## src/rtl/load_store_ctrl_pkg.sv

```systemverilog
// load_store_ctrl_pkg: shared encodings and store-lane helpers for the load/store controller
// Contents: op codes, exception codes, FSM state type, op/alignment and byte-lane helpers.
package load_store_ctrl_pkg;
  localparam logic [2:0] OP_W  = 3'b000;
  localparam logic [2:0] OP_BU = 3'b001;
  localparam logic [2:0] OP_B  = 3'b010;
  localparam logic [2:0] OP_HU = 3'b011;
  localparam logic [2:0] OP_H  = 3'b100;
  localparam logic [1:0] EXC_OK  = 2'b00;
  localparam logic [1:0] EXC_MIS = 2'b01;
  localparam logic [1:0] EXC_TO  = 2'b10;
  localparam logic [1:0] EXC_BAD = 2'b11;
  typedef enum logic [1:0] {S_IDLE, S_ACCESS, S_RESP} state_e;
  function automatic logic is_half(input logic [2:0] op);
    return op == OP_HU || op == OP_H;
  endfunction
  function automatic logic is_byte(input logic [2:0] op);
    return op == OP_BU || op == OP_B;
  endfunction
  function automatic logic bad_op(input logic [2:0] op);
    return op > OP_H;
  endfunction
  function automatic logic misaligned(input logic [2:0] op, input logic [1:0] off);
    return (op == OP_W && off != 2'b00) || (is_half(op) && off[0]);
  endfunction
  function automatic logic [3:0] st_be(input logic [2:0] op, input logic [1:0] off);
    return op == OP_W ? 4'hf : is_half(op) ? (off[1] ? 4'hc : 4'h3) : 4'h1 << off;
  endfunction
  function automatic logic [31:0] st_data(input logic [2:0] op, input logic [31:0] w);
    return is_byte(op) ? {4{w[7:0]}} : is_half(op) ? {2{w[15:0]}} : w;
  endfunction
endpackage

```

## src/rtl/load_store_ctrl_load_ext.sv

```systemverilog
// load_ext: selects the addressed byte/half of a read word and zero- or sign-extends it
// Ports: off (byte offset), op (access op), word (bus read word), result (extended value).
module load_ext
  import load_store_ctrl_pkg::*;
(
  input  logic [1:0]  off,
  input  logic [2:0]  op,
  input  logic [31:0] word,
  output logic [31:0] result
);
  logic [7:0]  b;
  logic [15:0] h;
  always_comb begin
    b = word[{off, 3'b000} +: 8];
    h = off[1] ? word[31:16] : word[15:0];
    result = op == OP_BU ? {24'b0, b} :
             op == OP_B  ? {{24{b[7]}}, b} :
             op == OP_HU ? {16'b0, h} :
             op == OP_H  ? {{16{h[15]}}, h} : word;
  end
endmodule

```

## src/rtl/load_store_ctrl.sv

```systemverilog
// load_store_ctrl: single-outstanding load/store controller between a pipeline and a word bus
// Ports: req_* pipeline request (valid/ready, we, op, byte addr, wdata);
//        bus_* word-aligned bus master (req, we, addr, be, wdata, ack, rdata);
//        resp_* one-cycle completion (valid, extended data, exception code).
module load_store_ctrl
  import load_store_ctrl_pkg::*;
#(
  parameter int TIMEOUT = 16
) (
  input  logic        clk,
  input  logic        reset,
  input  logic        req_valid,
  output logic        req_ready,
  input  logic        req_we,
  input  logic [2:0]  req_op,
  input  logic [31:0] req_addr,
  input  logic [31:0] req_wdata,
  output logic        bus_req,
  output logic        bus_we,
  output logic [31:0] bus_addr,
  output logic [3:0]  bus_be,
  output logic [31:0] bus_wdata,
  input  logic        bus_ack,
  input  logic [31:0] bus_rdata,
  output logic        resp_valid,
  output logic [31:0] resp_data,
  output logic [1:0]  resp_exc
);
  localparam int CW = $clog2(TIMEOUT + 1);
  state_e        state;
  logic [CW-1:0] cnt;
  logic [2:0]    op_q;
  logic [1:0]    off_q;
  logic          we_q;
  logic [31:0]   ext;
  assign req_ready = state == S_IDLE;
  load_ext u_ext (.off(off_q), .op(op_q), .word(bus_rdata), .result(ext));
  // bus_addr/bus_wdata double as the latched request address and store data.
  always_ff @(posedge clk or negedge reset) begin
    if (!reset) begin
      state      <= S_IDLE;
      cnt        <= '0;
      op_q       <= '0;
      off_q      <= '0;
      we_q       <= 1'b0;
      bus_req    <= 1'b0;
      bus_we     <= 1'b0;
      bus_addr   <= '0;
      bus_be     <= '0;
      bus_wdata  <= '0;
      resp_valid <= 1'b0;
      resp_data  <= '0;
      resp_exc   <= EXC_OK;
    end else begin
      case (state)
        S_IDLE: if (req_valid) begin
          op_q      <= req_op;
          off_q     <= req_addr[1:0];
          we_q      <= req_we;
          cnt       <= '0;
          resp_data <= '0;
          if (bad_op(req_op) || misaligned(req_op, req_addr[1:0])) begin
            state      <= S_RESP;
            resp_valid <= 1'b1;
            resp_exc   <= bad_op(req_op) ? EXC_BAD : EXC_MIS;
          end else begin
            state     <= S_ACCESS;
            bus_req   <= 1'b1;
            bus_we    <= req_we;
            bus_addr  <= {req_addr[31:2], 2'b00};
            bus_be    <= req_we ? st_be(req_op, req_addr[1:0]) : 4'hf;
            bus_wdata <= st_data(req_op, req_wdata);
          end
        end
        S_ACCESS: if (bus_ack || cnt == CW'(TIMEOUT - 1)) begin
          // ack wins over a simultaneous timeout
          state      <= S_RESP;
          bus_req    <= 1'b0;
          bus_we     <= 1'b0;
          resp_valid <= 1'b1;
          resp_exc   <= bus_ack ? EXC_OK : EXC_TO;
          resp_data  <= bus_ack && !we_q ? ext : '0;
        end else begin
          cnt <= cnt + 1'b1;
        end
        S_RESP: begin
          state      <= S_IDLE;
          resp_valid <= 1'b0;
        end
        default: state <= S_IDLE;
      endcase
    end
  end
endmodule

```

## config.mk

```make
export PLATFORM = sky130hd
export DESIGN_NAME = load_store_ctrl
export DESIGN_NICKNAME = d
export VERILOG_FILES = /design/src/rtl/load_store_ctrl_pkg.sv /design/src/rtl/load_store_ctrl_load_ext.sv /design/src/rtl/load_store_ctrl.sv
export SDC_FILE = /design/constraint.sdc
export NUM_CORES = 1
export LEC_CHECK = 0
export CAP_MARGIN = 20
export CORE_MARGIN = 10
export CORE_UTILIZATION = 46
export CTS_CLUSTER_SIZE = 40
export DETAILED_ROUTE_END_ITERATION = 10
export GPL_TIMING_DRIVEN = 0
export PLACE_DENSITY = 0.86
export REMOVE_ABC_BUFFERS = 1
export SLEW_MARGIN = 15
export SYNTH_ARGS = -nofsm -noshare
export SYNTH_HDL_FRONTEND = slang
export SYNTH_HIERARCHICAL = 1
export SYNTH_SLANG_ARGS = --single-unit
```

## constraint.sdc

```tcl
create_clock -name clk -period 2.3 [get_ports clk]
set_input_delay 0.46 -clock clk [delete_from_list [all_inputs] [get_ports clk]]
set_output_delay 0.46 -clock clk [all_outputs]
set_load 0.01 [all_outputs]
```

# ---- Word-level counts from Yosys, hierarchy flattened
# Index checks and enable logic that the tools add are counted.
dict set report op_classes {
  n_addsub 1
  n_mul 0
  div_mod_pow 0
  order_cmp 1
  n_eq_ne 16
  shift 2
  mux 39
  bitwise 1
  reduce_logical 22
}
# op count
set ops {}
lappend ops {{$mux W32} 9}
lappend ops {{$pmux W32 S2} 1}
lappend ops {{$shiftx A32 B6 Y8} 1}
lappend ops {{$mux W16} 1}
lappend ops {{$mux W2} 8}
lappend ops {{$mux W4} 4}
lappend ops {{$eq A3 B2 Y1 const B} 4}
lappend ops {{$reduce_and A4 Y1} 3}
lappend ops {{$mux W5} 2}
lappend ops {{$pmux W5 S2} 1}
lappend ops {{$reduce_and A3 Y1} 3}
lappend ops {{$mux W1} 8}
lappend ops {{$ne A2 B2 Y1 const B} 4}
lappend ops {{$pmux W2 S2} 2}
lappend ops {{$eq A3 B1 Y1 const B} 2}
lappend ops {{$eq A3 B3 Y1 const B} 2}
lappend ops {{$add A5 B1 Y5 const B} 1}
lappend ops {{$eq A5 B4 Y1 const B} 1}
lappend ops {{$logic_or A1 B1 Y1} 5}
lappend ops {{$pmux W1 S2} 2}
lappend ops {{$reduce_and A2 Y1} 2}
lappend ops {{$reduce_bool A2 Y1} 2}
lappend ops {{$shl A1 B2 Y4 const A} 1}
lappend ops {{$gt A3 B3 Y1 const B} 1}
lappend ops {{other kinds (10)} 12}
dict set report word_totals {
  register_bits 116
  latchBits 0
  ramBits 0
  romBits 0
  inputBits 104
  output_inout_bits 106
  wordCells 95
  memories 0
}

# ---- Logic depth before layout (Yosys ltp)
# Gate-level depths: netlist of the first run.
dict set report logic_depth {
  depth_word 8
  ltp_mapped 8
  depth_no_buf 7
}

# ---- Modules after synthesis
# Netlist of the first run, hierarchy kept.
# module instances cells_each area_per_inst_um2 seq_area_each_um2
set modules_own_cells {}
lappend modules_own_cells {load_store_ctrl 1 398 5193.7 2902.8}
lappend modules_own_cells {load_ext 1 112 892.1 0.0}

# ---- Least setup slack after synthesis of the first run
# Ideal clock, no wire load.
dict set report synth_timing {
  path_kind {reg2reg}
  startpoint {register cnt[0]}
  endpoint {register cnt[1]}
  setup_ns 0.134
  arrival_ns 1.948
  required_ns 2.166
  slack_ns 0.218
  path_stages_with_launch 8
  n_path_buf 0
  synth_period_minus_slack_ns 2.082
  path_cell_list {dfrtp_1 > ha_1 > and3_1 > ha_1 > or3b_2 > a21oi_1 > mux2i_1 > nor2_1}
}
dict set report synth_between {
  elab_chain_cells 4
  word_cells_on_any_way 7
  cone_classes {1 x add/sub; 2 x eq/ne; 2 x mux; 2 x reduce/logical}
}
# element line_no
set synth_rtl {}
lappend synth_rtl {{from (decl)} load_store_ctrl.sv:31} ;# logic [CW-1:0] cnt;
lappend synth_rtl {{from (signal assigned)} load_store_ctrl.sv:84} ;# cnt <= cnt + 1'b1;
lappend synth_rtl {{branches (longest 4 deep; another with $add A5 B1 Y5)} n/a}
# Several ways; the timed one is not identified. The select of a mux whose other input is x is not followed.
# A chain may end at the register's enable or synchronous reset.

# ---- Worst setup path in the final report of the first run
dict set report layout_timing {
  startpoint {register state[1]}
  endpoint {output port req_ready}
}
dict set report layout_between {
  elab_chain_cells 1
}
# element line_no
set layout_rtl {}
lappend layout_rtl {{from (decl)} load_store_ctrl.sv:30} ;# state_e state;
lappend layout_rtl {{from (signal assigned)} load_store_ctrl.sv:41} ;# state <= S_IDLE;
lappend layout_rtl {{from (signal assigned)} load_store_ctrl.sv:63} ;# state <= S_RESP;
lappend layout_rtl {{from (signal assigned)} load_store_ctrl.sv:67} ;# state <= S_ACCESS;
lappend layout_rtl {{$logic_not A2 Y1} load_store_ctrl.sv:36} ;# assign req_ready = state == S_IDLE;
lappend layout_rtl {{to (decl)} load_store_ctrl.sv:13} ;# output logic req_ready,
# No other way between the ends.

==> key figures, run 1 <==
Timing
  • Final Worst Setup Slack: 0.0628 ns
  • Setup violations, final: 0
  • Post-layout min period: 2.24 ns
  • Final Hold Viols: 0
  • Slew headroom: 0.420
  • Max-slew violation count: 0
  • Achievable Freq: 447 MHz
  • Final Cycle Share: 0.973
  • Slew @ Worst Pin: 0.864 ns
  • Setup TNS: 0 ns
  • Skew final: 0.00561 ns

Floorplanning
  • Die area: 0.0182 mm²
  • Die Y: 135 µm
  • Starting density of the core: 0.476
  • Core area: 0.0128 mm²
  • FP Rows: 41
  • I/O pins: 210
  • Die X: 135 µm

Run
  • Max_cap viols: 0

Clocking
  • Clk_lat worst skew: 0.42 ns
  • Worst-path clk slew: 0.05 ns
  • TritonCTS clock tree: yes
  • Htree depth: 4
  • Max clock buf depth: 2
  • Total CTS buffers: 17
  • Clk sinks: 116
  • Root buffer cell: clkbuf_16

Logic synthesis
  • Seq/Total Area, Yosys: 0.477
  • Syn avg cell area: 11.9 µm²
  • Ys Warns: 6
  • Async SR Flop Fraction: 1.00
  • Leading area contributor after synthesis: dfrtp_1
  • Mapped Area: 0.00609 mm²
  • FF+latch count, synth: 116
  • Post-synth EDFFs: 0
  • Synth Flop Type: dfrtp_1
  • Area contributors post-synth: dfrtp_1, mux2_2, a22o_1
  • Synth cell types: 58
  • Synth top area share: 0.477
  • Mapped Cells: 510

Critical path
  • Crit path max-delay family: buffers and inverters
  • Worst setup SP type: flop
  • Crit-path cells: nor2_1, clkdlybuf4s50_1
  • Crit. End Element: output pin
  • Highest cell delay on the worst timing path: 0.59 ns
  • CP Max Fanout: 8
  • Worst EP arrival: 1.78 ns
  • WP data required: 1.84 ns
  • Crit path buffers/inverters: 1
  • Setup Crit Path Kind: flop to output pin
  • Slowest-stage cell, CP: clkdlybuf4s50_1

Detailed routing
  • Drc violations: 0
  • WL/cell: 22.7 µm
  • Initial DRC Count: 496
  • Routed Antenna Nets: 0
  • Vias: 5307
  • TritonRoute pass-1 iters: 6
  • WL final: 20300 µm
  • Routed vias/inst: 5.93

Placement
  • Port Buffers: 207
  • DPL Wire Length: 14100 µm
  • Final Wtd Congestion: 0.934
  • Post-Place Cells: 852
  • Pre-CTS setup slack: -1.16 ns

Hold path
  • Hold Crit Class: flop to flop

Layout
  • Core Util, Final: 0.705
  • Layout net count: 815
  • Share of cells above drive strength 1: 0.202
  • Post-route insts no fill: 895
  • Area Overhead vs Synth: 47.9%

Status
  • Status: finished, final reports clean

GRT
  • All-Layer GR Usage: 0.221
  • Initial antenna violation count: 1
  • Number of global-route vias before repair: 5690
  • Largest net degree at the start of global routing: 79
  • First-pass GRT wire length: 31800 µm
  • GRT overflow: 0

Power and ir drop
  • P per Cell Area: 1190 mW/mm²
  • Static leakage: 3.92 nW
  • Max rail drop VDD: 0.000775 V
[registers in the layout, summed over array words and instances (netlist names), 2 cells and up]
signal,count
op_q,3
bus_be,4
resp_exc,2
cnt,5
off_q,2
resp_data,32
bus_addr,30
bus_wdata,32
state,2
[worst paths after layout]
check	from	slack, ns	cells past startpoint	end
max in group asynchronous	reset	1.06	3	off_q[1]$_DFFE_PN0P_
min reg2reg	bus_wdata[9]$_DFFE_PN0P_	0.50	1	bus_wdata[9]$_DFFE_PN0P_
max reg2reg	off_q[0]$_DFFE_PN0P_	0.09	4	resp_data[15]$_DFFE_PN0P_
min	bus_wdata[9]$_DFFE_PN0P_	0.50	1	bus_wdata[9]$_DFFE_PN0P_
max	state[1]$_DFFE_PN0P_	0.06	2	req_ready
min in group asynchronous	reset	0.52	2	resp_data[10]$_DFFE_PN0P_
[report_power, final]
group	switching, mW	internal, mW	total, mW	leakage (nW)
registers	0.623	2.81	3.43	1.43
clock network	0.971	1.94	2.91	0.308
logic	1.90	2.46	4.36	2.18
[synthesized netlist by cell type, types with 3 or more instances]
cell,n
o211ai_1,23
mux2i_1,20
a21oi_1,3
and2_1,3
mux2_4,10
a21o_1,17
nor3_1,15
nand2_1,23
nor2_1,7
o31ai_1,3
buf_2,21
mux2_2,67
a2bb2oi_1,7
inv_1,13
mux4_1,7
dfrtp_1,116
nor2b_1,10
clkbuf_1,11
a31oi_1,16
xnor2_1,3
nand3_1,19
buf_6,4
buf_4,4
nor3b_1,3
o21ai_0,12
a22o_1,33
[cells in the final DEF, fill, tap and decap left out, types with 3 or more instances in the layout]
cell type	instances
a21o_1	17
a22o_1	33
a2bb2oi_1	7
a31oi_1	16
and2_1	3
buf_4	8
bufinv_16	5
clkbuf_16	17
clkdlybuf4s50_1	203
clkinv_2	4
clkinvlp_4	4
dfrtp_1	113
inv_1	13
mux2_2	67
mux2_4	10
mux2i_1	20
mux4_1	7
nand2_1	23
nand3_1	19
nor2_1	7
nor2b_1	10
nor3_1	15
o211ai_1	23
o21ai_0	12
o31ai_1	3
xnor2_1	3
[cells by family (layout without fill, tap and decap cells)]
group           count (synthesis)  after routing  share of synthesized area
buf+inv                        55            264                     0.0477
xor+xnor                        4              4                    0.00699
other cells                     1              3                   0.000616
fa+ha+maj                       2              2                    0.00411
simple gates                   97             98                     0.0882
mux                           105            105                      0.215
flops                         116            116                      0.477
compound gates                130            131                      0.160
[per-stage QoR]
step	hold WS, ns	instance area [µm²]	power, mW
after floorplan	0.164	5850	5.30
after global placement	0.466	8140	7.50
after detailed placement	0.393	8230	7.67
after CTS	0.504	8960	10.7
after global routing	0.520	9000	11.2
final	0.503	9000	10.7
[final cells by class]
| cell class | instances | area (µm²) |
|---|---|---|
| repair buffers | 219 | 2200 |
| flip-flops and latches | 116 | 2910 |
| clock buffers | 18 | 439 |
| multi-input cells | 342 | 2980 |
| clock inverters | 14 | 209 |
| diodes | 1 | 2.50 |
| well taps | 172 | 215 |
| inverters | 13 | 48.8 |
| fillers | 832 | 3770 |
[per-layer routing]
layer,up-vias,global-route usage,part of all wire
li1,2316,-,-
met1,2588,0.249,0.37
met2,344,0.347,0.46
met3,59,0.112,0.14
met4,0,0.0921,0.030
met5,-,0,0
[timing repair]
| item | in CTS | in global routing |
|---|---|---|
| setup endpoints to repair | 103 | 73 |
| endpoints found under the hold margin | 38 | 0 |
| setup buffers | 5 | 1 |
| hold buffers | 1 | 0 |
| gates resized for setup | 12 | 9 |
| pin swaps | 2 | 1 |
| gates cloned | 2 | 0 |
Power figures use the tool's default switching activity.
==> run 2: changes to the inputs <==
--- a/config.mk
+++ b/config.mk
@@ -8,6 +8,7 @@
 export CAP_MARGIN = 20
 export CORE_MARGIN = 10
 export CORE_UTILIZATION = 46
+export CTS_CLUSTER_DIAMETER = 80
 export CTS_CLUSTER_SIZE = 40
 export DETAILED_ROUTE_END_ITERATION = 10
 export GPL_TIMING_DRIVEN = 0
==> results of run 2 <==
Final layout, timing and power as in run 1 (identical DEF).
